<file path="src/rtl/simon_pkg.sv">
// simon_pkg
//   Shared constants and types for the Simon game datapath and its control.
//   PAT_W  : width of one pattern (switches / LEDs)
//   ADDR_W : pointer width; the sequence store holds DEPTH = 2**ADDR_W entries
//   led_mode_e : LED mode encodings used by the control FSM
package simon_pkg;

  localparam int PAT_W  = 4;
  localparam int ADDR_W = 6;
  localparam int DEPTH  = 1 << ADDR_W;

  typedef enum logic [2:0] {
    INPUT    = 3'b001,
    PLAYBACK = 3'b010,
    REPEAT   = 3'b100,
    DONE     = 3'b111
  } led_mode_e;

  // Exactly one bit set: nonzero, and clearing the lowest set bit leaves zero.
  function automatic logic is_one_hot(input logic [PAT_W-1:0] p);
    return (p != '0) && ((p & (p - PAT_W'(1))) == '0);
  endfunction

endpackage

</file>
<file path="src/rtl/simon_datapath_if.sv">
// simon_datapath_if
//   Control/status handshake between the Simon control FSM and its datapath.
//   Strobes (control -> datapath): last_inc, i_inc, i_clr, mem_ld, s_led_eq_pat
//   Status  (datapath -> control): i_lt_last, arr_full, correct_pat, legal
//   master : control FSM side
//   slave  : datapath side
interface simon_datapath_if;

  logic last_inc;
  logic i_inc;
  logic i_clr;
  logic mem_ld;
  logic s_led_eq_pat;
  logic i_lt_last;
  logic arr_full;
  logic correct_pat;
  logic legal;

  modport master (
    output last_inc, i_inc, i_clr, mem_ld, s_led_eq_pat,
    input  i_lt_last, arr_full, correct_pat, legal
  );

  modport slave (
    input  last_inc, i_inc, i_clr, mem_ld, s_led_eq_pat,
    output i_lt_last, arr_full, correct_pat, legal
  );

endinterface

</file>
<file path="src/rtl/simon_regfile.sv">
// simon_regfile
//   DEPTH x PAT_W pattern store, no reset.
//   clk            : write clock
//   we/waddr/wdata : synchronous write port
//   raddr0/rdata0  : asynchronous read port (pattern compare)
//   raddr1/rdata1  : asynchronous read port (LED playback)
//   A read of the address being written returns the old contents this cycle.
module simon_regfile
  import simon_pkg::*;
(
  input  logic              clk,
  input  logic              we,
  input  logic [ADDR_W-1:0] waddr,
  input  logic [PAT_W-1:0]  wdata,
  input  logic [ADDR_W-1:0] raddr0,
  output logic [PAT_W-1:0]  rdata0,
  input  logic [ADDR_W-1:0] raddr1,
  output logic [PAT_W-1:0]  rdata1
);

  logic [PAT_W-1:0] mem [DEPTH];

  always_ff @(posedge clk) begin
    if (we) mem[waddr] <= wdata;
  end

  assign rdata0 = mem[raddr0];
  assign rdata1 = mem[raddr1];

endmodule

</file>
<file path="src/rtl/simon_datapath.sv">
// simon_datapath
//   Datapath for the Simon game: stores the recorded sequence and walks it.
//   clk          : system clock, rising edge
//   rst          : asynchronous active-low reset (clears the pointers only)
//   pattern      : live switch pattern, already synchronised
//   ctrl         : control strobes in / status out (simon_datapath_if.slave)
//   pattern_leds : LED drive, live pattern or stored entry i
//   level        : number of stored entries (last+1), for the score display
module simon_datapath
  import simon_pkg::*;
(
  input  logic                clk,
  input  logic                rst,
  input  logic [PAT_W-1:0]    pattern,
  simon_datapath_if.slave     ctrl,
  output logic [PAT_W-1:0]    pattern_leds,
  output logic [ADDR_W:0]     level
);

  logic [ADDR_W-1:0] last;
  logic [ADDR_W-1:0] i;
  logic [PAT_W-1:0]  cmp_data;
  logic [PAT_W-1:0]  led_data;
  logic              full;
  logic              legal;

  assign legal = is_one_hot(pattern);
  assign full  = &last;

  simon_regfile u_regfile (
    .clk    (clk),
    .we     (ctrl.mem_ld && legal),
    .waddr  (last),
    .wdata  (pattern),
    .raddr0 (i),
    .rdata0 (cmp_data),
    .raddr1 (i),
    .rdata1 (led_data)
  );

  // i wraps against the old value of last, so a simultaneous last_inc
  // does not change where i lands.
  always_ff @(posedge clk or negedge rst) begin
    if (!rst) begin
      last <= '0;
      i    <= '0;
    end else begin
      if (ctrl.last_inc && !full) last <= last + ADDR_W'(1);
      if (ctrl.i_clr)             i <= '0;
      else if (ctrl.i_inc)        i <= (i == last) ? '0 : i + ADDR_W'(1);
    end
  end

  assign ctrl.i_lt_last   = (i < last);
  assign ctrl.arr_full    = full;
  assign ctrl.correct_pat = (pattern == cmp_data);
  assign ctrl.legal       = legal;

  assign pattern_leds = ctrl.s_led_eq_pat ? pattern : led_data;
  assign level        = {1'b0, last} + (ADDR_W+1)'(1);

endmodule

</file>
<file path="src/flat_wrapper.sv">
// flat-port wrapper written by rule: the top's interface ports become plain ports
module simon_datapath_flat import simon_pkg::*;
  (clk, rst, pattern, pattern_leds, level, ctrl_last_inc, ctrl_i_inc, ctrl_i_clr, ctrl_mem_ld, ctrl_s_led_eq_pat, ctrl_i_lt_last, ctrl_arr_full, ctrl_correct_pat, ctrl_legal);
  simon_datapath_if ctrl_i ();
  input  logic clk;
  input  logic rst;
  input  logic [PAT_W-1:0] pattern;
  output logic [PAT_W-1:0] pattern_leds;
  output logic [ADDR_W:0] level;
  input wire logic [$bits(ctrl_i.last_inc)-1:0] ctrl_last_inc;
  input wire logic [$bits(ctrl_i.i_inc)-1:0] ctrl_i_inc;
  input wire logic [$bits(ctrl_i.i_clr)-1:0] ctrl_i_clr;
  input wire logic [$bits(ctrl_i.mem_ld)-1:0] ctrl_mem_ld;
  input wire logic [$bits(ctrl_i.s_led_eq_pat)-1:0] ctrl_s_led_eq_pat;
  output wire logic [$bits(ctrl_i.i_lt_last)-1:0] ctrl_i_lt_last;
  output wire logic [$bits(ctrl_i.arr_full)-1:0] ctrl_arr_full;
  output wire logic [$bits(ctrl_i.correct_pat)-1:0] ctrl_correct_pat;
  output wire logic [$bits(ctrl_i.legal)-1:0] ctrl_legal;
  assign ctrl_i.last_inc = ctrl_last_inc;
  assign ctrl_i.i_inc = ctrl_i_inc;
  assign ctrl_i.i_clr = ctrl_i_clr;
  assign ctrl_i.mem_ld = ctrl_mem_ld;
  assign ctrl_i.s_led_eq_pat = ctrl_s_led_eq_pat;
  assign ctrl_i_lt_last = ctrl_i.i_lt_last;
  assign ctrl_arr_full = ctrl_i.arr_full;
  assign ctrl_correct_pat = ctrl_i.correct_pat;
  assign ctrl_legal = ctrl_i.legal;
  simon_datapath u_core (.clk(clk), .rst(rst), .pattern(pattern), .ctrl(ctrl_i), .pattern_leds(pattern_leds), .level(level));
endmodule
</file>
<file path="config.mk">
export PLATFORM = sky130hd
export DESIGN_NAME = simon_datapath_flat
export DESIGN_NICKNAME = d
export VERILOG_FILES = /design/src/rtl/simon_pkg.sv /design/src/rtl/simon_datapath_if.sv /design/src/rtl/simon_regfile.sv /design/src/rtl/simon_datapath.sv /design/src/flat_wrapper.sv
export SDC_FILE = /design/constraint.sdc
export NUM_CORES = 1
export LEC_CHECK = 0
export BUFFER_PORTS_ARGS = -buffer_cell sky130_fd_sc_hd__buf_2
export CAP_MARGIN = 30
export CORE_MARGIN = 2
export CORE_UTILIZATION = 62
export DETAILED_ROUTE_END_ITERATION = 10
export GPL_ROUTABILITY_DRIVEN = 0
export PLACE_DENSITY_LB_ADDON = 0.3
export SETUP_SLACK_MARGIN = 0.2
export SYNTH_ARGS = -nofsm -noshare
export SYNTH_HDL_FRONTEND = slang
export SYNTH_SLANG_ARGS = --single-unit
</file>
<file path="constraint.sdc">
create_clock -name clk -period 2.85 [get_ports clk]
set_input_delay 0.57 -clock clk [delete_from_list [all_inputs] [get_ports clk]]
set_output_delay 0.57 -clock clk [all_outputs]
set_load 0.01 [all_outputs]
</file>
==> results of run 1 <==
flip-flops by register name, summed over array words and instances, names as in the netlist:
register,cells
u_core.u_regfile.mem,256
u_core.i,6
u_core.last,6
logic make-up (layout without fill, tap and decap cells):
group / count (synthesis) / count (layout) / share of synthesized area
multiplexers: 87 / 87 / 0.140
AO/OA/AOI/OAI: 67 / 67 / 0.0415
buffers and inverters: 40 / 242 / 0.0183
AND/OR/NAND/NOR: 162 / 162 / 0.0633
adder cells (fa/ha/maj): 8 / 8 / 0.00900
XOR/XNOR: 13 / 13 / 0.0102
flip-flops: 268 / 268 / 0.718
routing by layer:
layer  global-route usage  wire [um]  up-vias
met3               0.0512       2610       92
li1                     -          -     2913
met1                0.402      10400     3526
met2                0.503      14600      479
met4                0.129       1070        0
met5                    0          0        -
cells in the final DEF (no fill, tap or decap), types with 3 or more instances in the layout:
master,instances
sky130_fd_sc_hd__xnor2_1,9
sky130_fd_sc_hd__clkinvlp_4,3
sky130_fd_sc_hd__mux4_2,53
sky130_fd_sc_hd__xor2_1,4
sky130_fd_sc_hd__a221oi_4,3
sky130_fd_sc_hd__mux2_2,5
sky130_fd_sc_hd__mux2_1,6
sky130_fd_sc_hd__dfrtp_1,10
sky130_fd_sc_hd__nor3_1,5
sky130_fd_sc_hd__inv_1,9
sky130_fd_sc_hd__a211oi_2,3
sky130_fd_sc_hd__buf_12,7
sky130_fd_sc_hd__mux2i_1,15
sky130_fd_sc_hd__a22oi_1,4
sky130_fd_sc_hd__edfxtp_1,256
sky130_fd_sc_hd__nor2b_1,7
sky130_fd_sc_hd__mux2_4,5
sky130_fd_sc_hd__o21ai_1,6
sky130_fd_sc_hd__ha_1,8
sky130_fd_sc_hd__o221ai_1,3
sky130_fd_sc_hd__a22oi_2,4
sky130_fd_sc_hd__nor2_1,87
sky130_fd_sc_hd__clkinv_1,6
sky130_fd_sc_hd__o21ai_0,5
sky130_fd_sc_hd__clkbuf_16,29
sky130_fd_sc_hd__nand3_1,12
sky130_fd_sc_hd__nand2_1,31
sky130_fd_sc_hd__a21oi_1,11
sky130_fd_sc_hd__buf_6,13
sky130_fd_sc_hd__buf_4,135
sky130_fd_sc_hd__nand2b_1,5
sky130_fd_sc_hd__bufinv_16,3
sky130_fd_sc_hd__and2_1,3
sky130_fd_sc_hd__a21oi_2,3
sky130_fd_sc_hd__clkinv_2,6
sky130_fd_sc_hd__buf_2,24
layout make-up:
cell class / instances / share of cell area
flip-flops and latches: 268 / 0.577
clock buffers: 29 / 0.0494
repair buffers: 183 / 0.108
clock inverters: 19 / 0.0126
well taps: 225 / 0.0203
inverters: 11 / 0.00389
multi-input cells: 337 / 0.228
what timing repair did:
item / in CTS / in global routing
gates resized for setup: 30 / 37
setup endpoints to repair: 6 / 6
endpoints found under the hold margin: 12 / 0
buffers inserted: 12 / 7
hold buffers: 1 / 0
cloned: 0 / 3
pin swaps: 6 / 16
report_power, final:
part / internal (W) / switching (W)
Sequential: 0.00440 / 0.000120
Clock: 0.00199 / 0.00143
Combinational: 0.000514 / 0.000772
through the flow:
stage | utilization | power, W
after floorplan | - | 0.00525
after global placement | 0.716 | 0.00567
after detailed placement | 0.716 | 0.00574
after CTS | 0.779 | 0.00918
after global routing | 0.795 | 0.00951
final | 0.795 | 0.00923
path summary, 6_finish.rpt:
kind                                start          endpoint  depth (start not counted)  slack, ps
max                           u_core.i[0]  ctrl_correct_pat                         10      -1050
min                            ctrl_i_clr       u_core.i[1]                          2        300
max reg2reg                   u_core.i[0]       u_core.i[3]                         11        430
min reg2reg                u_core.last[0]    u_core.last[0]                          1        620
max in group asynchronous             rst       u_core.i[0]                          2       2130
min in group asynchronous             rst       u_core.i[5]                          2        450
==> flow_summary.yaml, run 1 <==
die:
  starting_density_of_the_core: 0.639
  area_of_the_core_mm2: 0.0174
  io_pins: 26
  dieWidth_um: 138
  std_cell_rows: 48
  die-area_mm2: 0.0190
  die_height_um: 138
run:
  max_cap_viols: 0
finish:
  post-route-cell-area_mm2: 0.0138
  multi_input_gate_area_in_the_final_layout_mm2: 0.00316
  fin_cells: 1072
  filler_cell_count: 866
  sequential_cell_area_mm2: 0.00799
  layout-area-overhead-vs-synth_pct: 24.4
  layout-drive-gt1-share: 0.380
  diode_count: 0
  fin_nets: 846
outcome:
  status: "finished with violations"
  failed_checks: "negative setup slack"
clock_network:
  clock_tree_from_tritoncts: "built"
  numClockSinks: 268
  clockRootBuffer: "sky130_fd_sc_hd__clkbuf_16"
  clk_path_buf_depth: 3
  cts_max_level: 1
  clock_latency_ps: 530
  cts-buffers-inserted: 26
  clk_pin_slew_worst_paths_ps: 60
sta:
  finalWorstPathRequiredPeriod_ps: 3900
  setup_viol: 6
  tns_ps: -4270
  worst_slew_pin_slew_ps: 740
  hold_viol: 0
  fin_worst_skew_ps: 20.3
  fin_hold_ws_ps: 298
  timing.final.ws_setup_ps: -1050
  final.period_utilization: 1.37
  max_slew_margin: 0.506
  timing.fmax_mhz: 256
  slew_violations: 0
  grt_setup_unrepaired: "true"
critical_path:
  arrival_ps: 3330
  required_ps: 2280
  worst_path_dominant_cell_family: "compound AO/OA/AOI/OAI gates"
  critical_path.max_fanout: 7
  slowest_delay_ps: 570
  critical_path.startpoint_type: "register"
  path_cells: "buf_6, clkbuf_16, mux2_1, o221ai_1, o22ai_2, nor2_4, a21oi_2, xor2_1, nor4_2, buf_2"
  cp_slowest_cell: "sky130_fd_sc_hd__dfrtp_4"
  critPathBufInv: 3
  crit_type: "register to output pin"
  critPathCaptureType: "output pin"
synthesis:
  postSynth.asyncResetShare: 0.0448
  yosysTopAreaCell: "sky130_fd_sc_hd__edfxtp_1"
  netlist-cell-type-count: 50
  postSynthNetCount: 664
  postSynthRegisterBits: 268
  synth_flop_cell: "sky130_fd_sc_hd__edfxtp_1"
  ranking_of_synthesized_cells_by_area: "sky130_fd_sc_hd__edfxtp_1 (69%), sky130_fd_sc_hd__mux4_2 (11%), sky130_fd_sc_hd__nor2_1 (3.0%)"
  post_synth_edffs: 256
  synth.most_common_cell: "sky130_fd_sc_hd__edfxtp_1"
  synth_largest_type_area_fraction: 0.691
  postSynthCellCount: 645
  netlist_top_cells_count: "sky130_fd_sc_hd__edfxtp_1 (256), sky130_fd_sc_hd__nor2_1 (88), sky130_fd_sc_hd__mux4_2 (53)"
  syn_area_per_cell_um2: 17.2
  synth_sequential_area_ratio: 0.718
  synth.cell_area_mm2: 0.0111
  synth.yosys.warnings: 0
routing:
  drt_iter0_drc: 822
  postRouteAntennaNets: 0
  post-route-drc-count: 0
  vias_per_cell: 6.54
  dr.pass1.iters: 5
  routedWlPerCell_um: 26.7
  routed-via-count: 7010
  totalWireLength_um: 28700
global_routing:
  antenna_violations_before_repair: 0
  first_pass_grt_wire_length_um: 41400
  grt_max_degree: 67
  grt_remaining_overflow: 0
  grt_pass1_vias: 6919
  grt_use_total: 0.303
pwr:
  power.ir.vdd_worst_mv: 0.544
  cellPowerDensity_mw_per_mm2: 667
  leakagePower_nw: 4.78
hold_path:
  hold_class: "primary input to register"
placement:
  place_inst: 1001
  dpl-instance-area_mm2: 0.0125
  detailed_place_hpwl_um: 17500
  io_buffers: 25
  dpl_worst_slack_ps: -608
Note: power is estimated with default switching activity, not from simulation.
==> run 2: changes to the inputs <==
- CELL_PAD_IN_SITES_DETAIL_PLACEMENT: not set -> 0
- CELL_PAD_IN_SITES_GLOBAL_PLACEMENT: not set -> 2
- CORE_UTILIZATION: 62 -> 48
- CTS_BUF_LIST: not set -> sky130_fd_sc_hd__clkbuf_16
==> flow_summary.yaml, run 2 (synthesis gave the netlist of run 1 again) <==
pwr:
  clockPowerShare: 0.381
  cellPowerDensity_mw_per_mm2: 665
  leakagePower_nw: 4.90
  sw_frac_of_total: 0.248
  power.switching_w: 0.00232
  cellInternalPower_w: 0.00703
  share_seq_of_total_power: 0.480
  power_after_layout_w: 0.00936
  power.ir.vdd_worst_mv: 0.485
  power.combinational.fraction: 0.139
clock_network:
  cts-buffers-inserted: 28
  cts_max_level: 1
  clock_latency_ps: 540
  clockRootBuffer: "sky130_fd_sc_hd__clkbuf_16"
  clk_path_buf_depth: 3
  numClockSinks: 268
  clk_pin_slew_worst_paths_ps: 70
  clock_tree_from_tritoncts: "built"
outcome:
  status: "finished with violations"
  failed_checks: "negative setup slack"
finish:
  layout-drive-gt1-share: 0.389
  fin_cells: 1149
  largest_reg_flops: 256
  top_register: "u_core.u_regfile.mem"
  commonest_non_fill_non_tap_cell_in_the_layout: "sky130_fd_sc_hd__edfxtp_1"
  layout-area-overhead-vs-synth_pct: 26.4
  fin_nets: 861
  finish.utilization: 0.619
  diode_count: 0
  reg_top3: "u_core.u_regfile.mem (256), u_core.i (6), u_core.last (6)"
  mostFrequentLayoutCells: "sky130_fd_sc_hd__edfxtp_1 (256), sky130_fd_sc_hd__buf_4 (149), sky130_fd_sc_hd__nor2_1 (86)"
hold_path:
  hold_depth: 2
  worstHoldStart: "ctrl_i_clr"
  hold_class: "primary input to register"
  min_to: "u_core.i[1]"
die:
  die-area_mm2: 0.0244
  dieWidth_um: 156
  starting_density_of_the_core: 0.490
  io_pins: 26
  std_cell_rows: 55
  area_of_the_core_mm2: 0.0227
  die_height_um: 156
sta:
  final.period_utilization: 1.31
  slew_violations: 0
  grt_setup_unrepaired: "true"
  hold_viol: 0
  setup_viol: 6
  worst_slew_pin_slew_ps: 705
  timing.fmax_mhz: 267
  max_slew_margin: 0.530
  fin_hold_ws_ps: 271
  timing.final.ws_setup_ps: -895
  fin_worst_skew_ps: 12.3
  finalWorstPathRequiredPeriod_ps: 3740
placement:
  dpl_worst_slack_ps: -472
  place_inst: 1072
  detailed_place_hpwl_um: 17900
  io_buffers: 25
critical_path:
  worst_r2r_endpoint: "u_core.i[4]"
  worstRegToRegCells: 11
  worst_path_dominant_cell_family: "multiplexers"
  crit_type: "register to output pin"
  critical_path.max_fanout: 11
  cp_slowest_cell: "sky130_fd_sc_hd__dfrtp_4"
  reg2reg_from: "u_core.i[0]"
  critPathBufInv: 3
  critical_path.startpoint_type: "register"
  timing.reg2reg.setup_slack_ps: 570
  slowest_delay_ps: 500
  critPathCaptureType: "output pin"
  path_cells: "buf_12, buf_6, mux4_2, mux2_4, a221oi_2, a21o_1, xnor2_1, nor4_2, buf_2"
  required_ps: 2280
  arrival_ps: 3170
routing:
  drt_iter0_drc: 531
  post-route-drc-count: 0
  routed-via-count: 6550
  postRouteAntennaNets: 0
  dr.pass1.iters: 4
  vias_per_cell: 5.70
  routedWlPerCell_um: 23.8
  totalWireLength_um: 27300
global_routing:
  grt_pass1_vias: 6686
  grt_max_degree: 67
  grt_remaining_overflow: 0
  first_pass_grt_wire_length_um: 41100
  grt_use_total: 0.228
  antenna_violations_before_repair: 0
run:
  max_cap_viols: 0
-- run 2: cell types whose count changed in the layout (fill, tap and decap cells not counted), moves of 3 or more --
cell,before,now
sky130_fd_sc_hd__a221oi_2,2,6
sky130_fd_sc_hd__a221oi_4,3,0
sky130_fd_sc_hd__buf_12,7,11
sky130_fd_sc_hd__buf_4,135,149
sky130_fd_sc_hd__buf_6,13,7
sky130_fd_sc_hd__inv_1,9,15
sky130_fd_sc_hd__mux2_4,5,2
-- run 2: area by class of cell --
cell class	count	area, um2
Clock inverter	23	180
Inverter	11	48.8
Sequential cell	268	8000
Timing Repair Buffer	196	1630
Tap cell	285	357
Clock buffer	29	726
Multi-Input combinational cell	337	3130
Fill cell	1700	8650
-- run 2: timing repair --
item / in CTS / in global routing
setup buffers: 16 / 6
cloned: 1 / 1
hold buffers: 1 / 0
resized for setup: 55 / 6
pin swaps: 12 / 7
endpoints found under the hold margin: 12 / 0
endpoints found under the setup margin: 6 / 6
-- run 2: worst register-to-register path, delay by kind of cell, from the launching register on --
family                   cells  cell delay, ps
AND/OR/NAND/NOR              3             540
flip-flops                   1             500
buffers and inverters        5             590
adder cells (fa/ha/maj)      1             260
AO/OA/AOI/OAI                2             260
-- run 2: through the flow --
step,setup TNS (ps),area (um2)
4_1_cts,-3860,14000
3_5_place_dp,-1220,12700
6_report,-3890,14100
2_1_floorplan,0,11100
5_1_grt,-4430,14100
3_3_place_gp,-1060,12700
-- run 2: how the worst max path moves through the flow --
stage	from	end	depth (start not counted)	slack (ps)
floorplan	u_core.i[0]	ctrl_correct_pat	8	80
global placement	u_core.i[0]	ctrl_correct_pat	9	-410
detailed placement	u_core.i[0]	ctrl_correct_pat	9	-470
CTS	u_core.i[0]	ctrl_correct_pat	10	-900
global route	u_core.i[0]	ctrl_correct_pat	9	-960
finish	u_core.i[0]	ctrl_correct_pat	9	-890
-- run 2: power groups by stage --
stage	logic (W)	registers [W]	clock network [W]
floorplan	0.000728	0.00452	0
global placement	0.00116	0.00457	0
detailed placement	0.00118	0.00457	0
CTS	0.00128	0.00449	0.00361
global route	0.00140	0.00450	0.00378
finish	0.00130	0.00449	0.00357
-- run 2: metal layers --
metal,global-route usage,share of wire
met1,0.324,0.43
met4,0.0572,0.022
met3,0.0393,0.057
met5,0,0
met2,0.371,0.49
==> run 3: changes to the inputs <==
- CTS_CLUSTER_SIZE: not set -> 8
- SKIP_LAST_GASP: not set -> 1
==> flow_summary.yaml, run 3 (synthesis gave the netlist of run 1 again) <==
hold_path:
  hold_depth: 2
  hold_class: "primary input to register"
critical_path:
  critPathBufInv: 3
  critical_path.max_fanout: 6
  timing.reg2reg.setup_slack_ps: 660
  critPathCaptureType: "output pin"
  path_cells: "buf_12, buf_16, mux4_2, mux2_4, a221oi_2, a21o_1, xnor2_1, nor4_2, buf_2"
  worst_r2r_endpoint: "u_core.i[0]"
  timing.critical_path.to: "ctrl_correct_pat"
  crit_path_start: "u_core.i[0]"
  slowest_delay_ps: 530
  required_ps: 2280
  critical_path_cell_count: 9
  arrival_ps: 3160
  reg2reg_from: "u_core.i[0]"
  crit_type: "register to output pin"
  critical_path.startpoint_type: "register"
  cp_slowest_cell: "sky130_fd_sc_hd__dfrtp_4"
  worst_path_dominant_cell_family: "multiplexers"
  worstRegToRegCells: 10
clock_network:
  clock_latency_ps: 510
  cts-buffers-inserted: 39
  clk_path_buf_depth: 3
  clock_tree_from_tritoncts: "built"
  clockRootBuffer: "sky130_fd_sc_hd__clkbuf_16"
  numClockSinks: 268
  clk_pin_slew_worst_paths_ps: 50
  cts_max_level: 2
sta:
  setup_viol: 6
  max_slew_margin: 0.521
  hold_viol: 0
  final.period_utilization: 1.31
  timing.fmax_mhz: 268
  fin_worst_skew_ps: 22.3
  tns_ps: -3940
  worst_slew_pin_slew_ps: 719
  slew_violations: 0
  finalWorstPathRequiredPeriod_ps: 3730
  grt_setup_unrepaired: "true"
  timing.final.ws_setup_ps: -881
routing:
  post-route-drc-count: 0
  totalWireLength_um: 27600
  drt_iter0_drc: 548
  dr.pass1.iters: 7
  vias_per_cell: 5.76
  routedWlPerCell_um: 24.0
  postRouteAntennaNets: 0
  routed-via-count: 6613
pwr:
  sw_frac_of_total: 0.243
  power.switching_w: 0.00240
  clockPowerShare: 0.413
  share_seq_of_total_power: 0.457
  cellPowerDensity_mw_per_mm2: 694
  power.combinational.fraction: 0.131
  leakagePower_nw: 5.00
  power_after_layout_w: 0.00987
  power.ir.vdd_worst_mv: 0.492
  cellInternalPower_w: 0.00747
die:
  io_pins: 26
  std_cell_rows: 55
  die-area_mm2: 0.0244
  dieWidth_um: 156
  area_of_the_core_mm2: 0.0227
  starting_density_of_the_core: 0.490
  die_height_um: 156
finish:
  top_register: "u_core.u_regfile.mem"
  fin_nets: 867
  layout-area-overhead-vs-synth_pct: 27.7
  fin_cells: 1149
  post-route-cell-area_mm2: 0.0142
  diode_count: 0
  layout-drive-gt1-share: 0.382
  filler_cell_count: 1654
  commonest_non_fill_non_tap_cell_in_the_layout: "sky130_fd_sc_hd__edfxtp_1"
  largest_reg_flops: 256
  mostFrequentLayoutCells: "sky130_fd_sc_hd__edfxtp_1 (256), sky130_fd_sc_hd__buf_4 (143), sky130_fd_sc_hd__nor2_1 (87)"
  reg_top3: "u_core.u_regfile.mem (256), u_core.i (6), u_core.last (6)"
placement:
  io_buffers: 25
  dpl-instance-area_mm2: 0.0127
  place_inst: 1072
  detailed_place_hpwl_um: 17900
global_routing:
  antenna_violations_before_repair: 0
  grt_use_total: 0.234
  grt_remaining_overflow: 0
  grt_pass1_vias: 6841
  grt_max_degree: 67
  first_pass_grt_wire_length_um: 41700
run:
  max_cap_viols: 0
outcome:
  failed_checks: "negative setup slack"
  status: "finished with violations"
==> run 3: power by group through the flow <==
| stage | clock network (W) | registers, W | logic (W) |
|---|---|---|---|
| after global routing | 0.00431 | 0.00451 | 0.00139 |
| after floorplan | 0 | 0.00452 | 0.000728 |
| final | 0.00408 | 0.00451 | 0.00129 |
| after detailed placement | 0 | 0.00457 | 0.00118 |
| after global placement | 0 | 0.00457 | 0.00116 |
| after CTS | 0.00414 | 0.00450 | 0.00126 |
==> run 3: repair_timing <==
item / 4_1_cts / 5_1_grt
hold buffers: 1 / 0
endpoints found under the hold margin: 12 / 0
cloned: 2 / 0
pin swaps: 10 / 13
gates resized for setup: 38 / 22
endpoints found under the setup margin: 6 / 6
buffers inserted: 12 / 5
==> run 3: layout make-up <==
cell class / instances / area [um2] / share of cell area
Sequential cell: 268 / 8000 / 0.563
Timing Repair Buffer: 191 / 1610 / 0.114
Clock inverter: 16 / 61.3 / 0.00431
Inverter: 11 / 46.3 / 0.00326
Tap cell: 285 / 357 / 0.0251
Clock buffer: 41 / 1030 / 0.0722
Multi-Input combinational cell: 337 / 3110 / 0.219
==> run 3: per-stage QoR <==
stage | utilization | hold slack, ps | worst slack, ps
2_1_floorplan | - | 274 | 79.6
3_3_place_gp | 0.558 | 480 | -412
3_5_place_dp | 0.558 | 492 | -472
4_1_cts | 0.620 | 298 | -883
5_1_grt | 0.626 | 311 | -991
6_report | 0.626 | 311 | -881
==> run 3: how the worst min path moves through the flow <==
stage	from	endpoint	slack [ps]
2_1_floorplan	rst	u_core.i[0]	270
3_3_place_gp	rst	u_core.last[3]	480
3_5_place_dp	rst	u_core.last[4]	490
4_1_cts	ctrl_i_clr	u_core.i[3]	300
5_1_grt	ctrl_i_clr	u_core.i[1]	310
6_report	ctrl_i_clr	u_core.i[1]	310
==> run 3: routing by layer <==
metal  track usage  share of wire  vias up
met2         0.376           0.48      206
li1              -              -     2953
met1         0.327           0.43     3396
met3        0.0443          0.059       58
met5             0              0        -
met4        0.0738          0.029        0
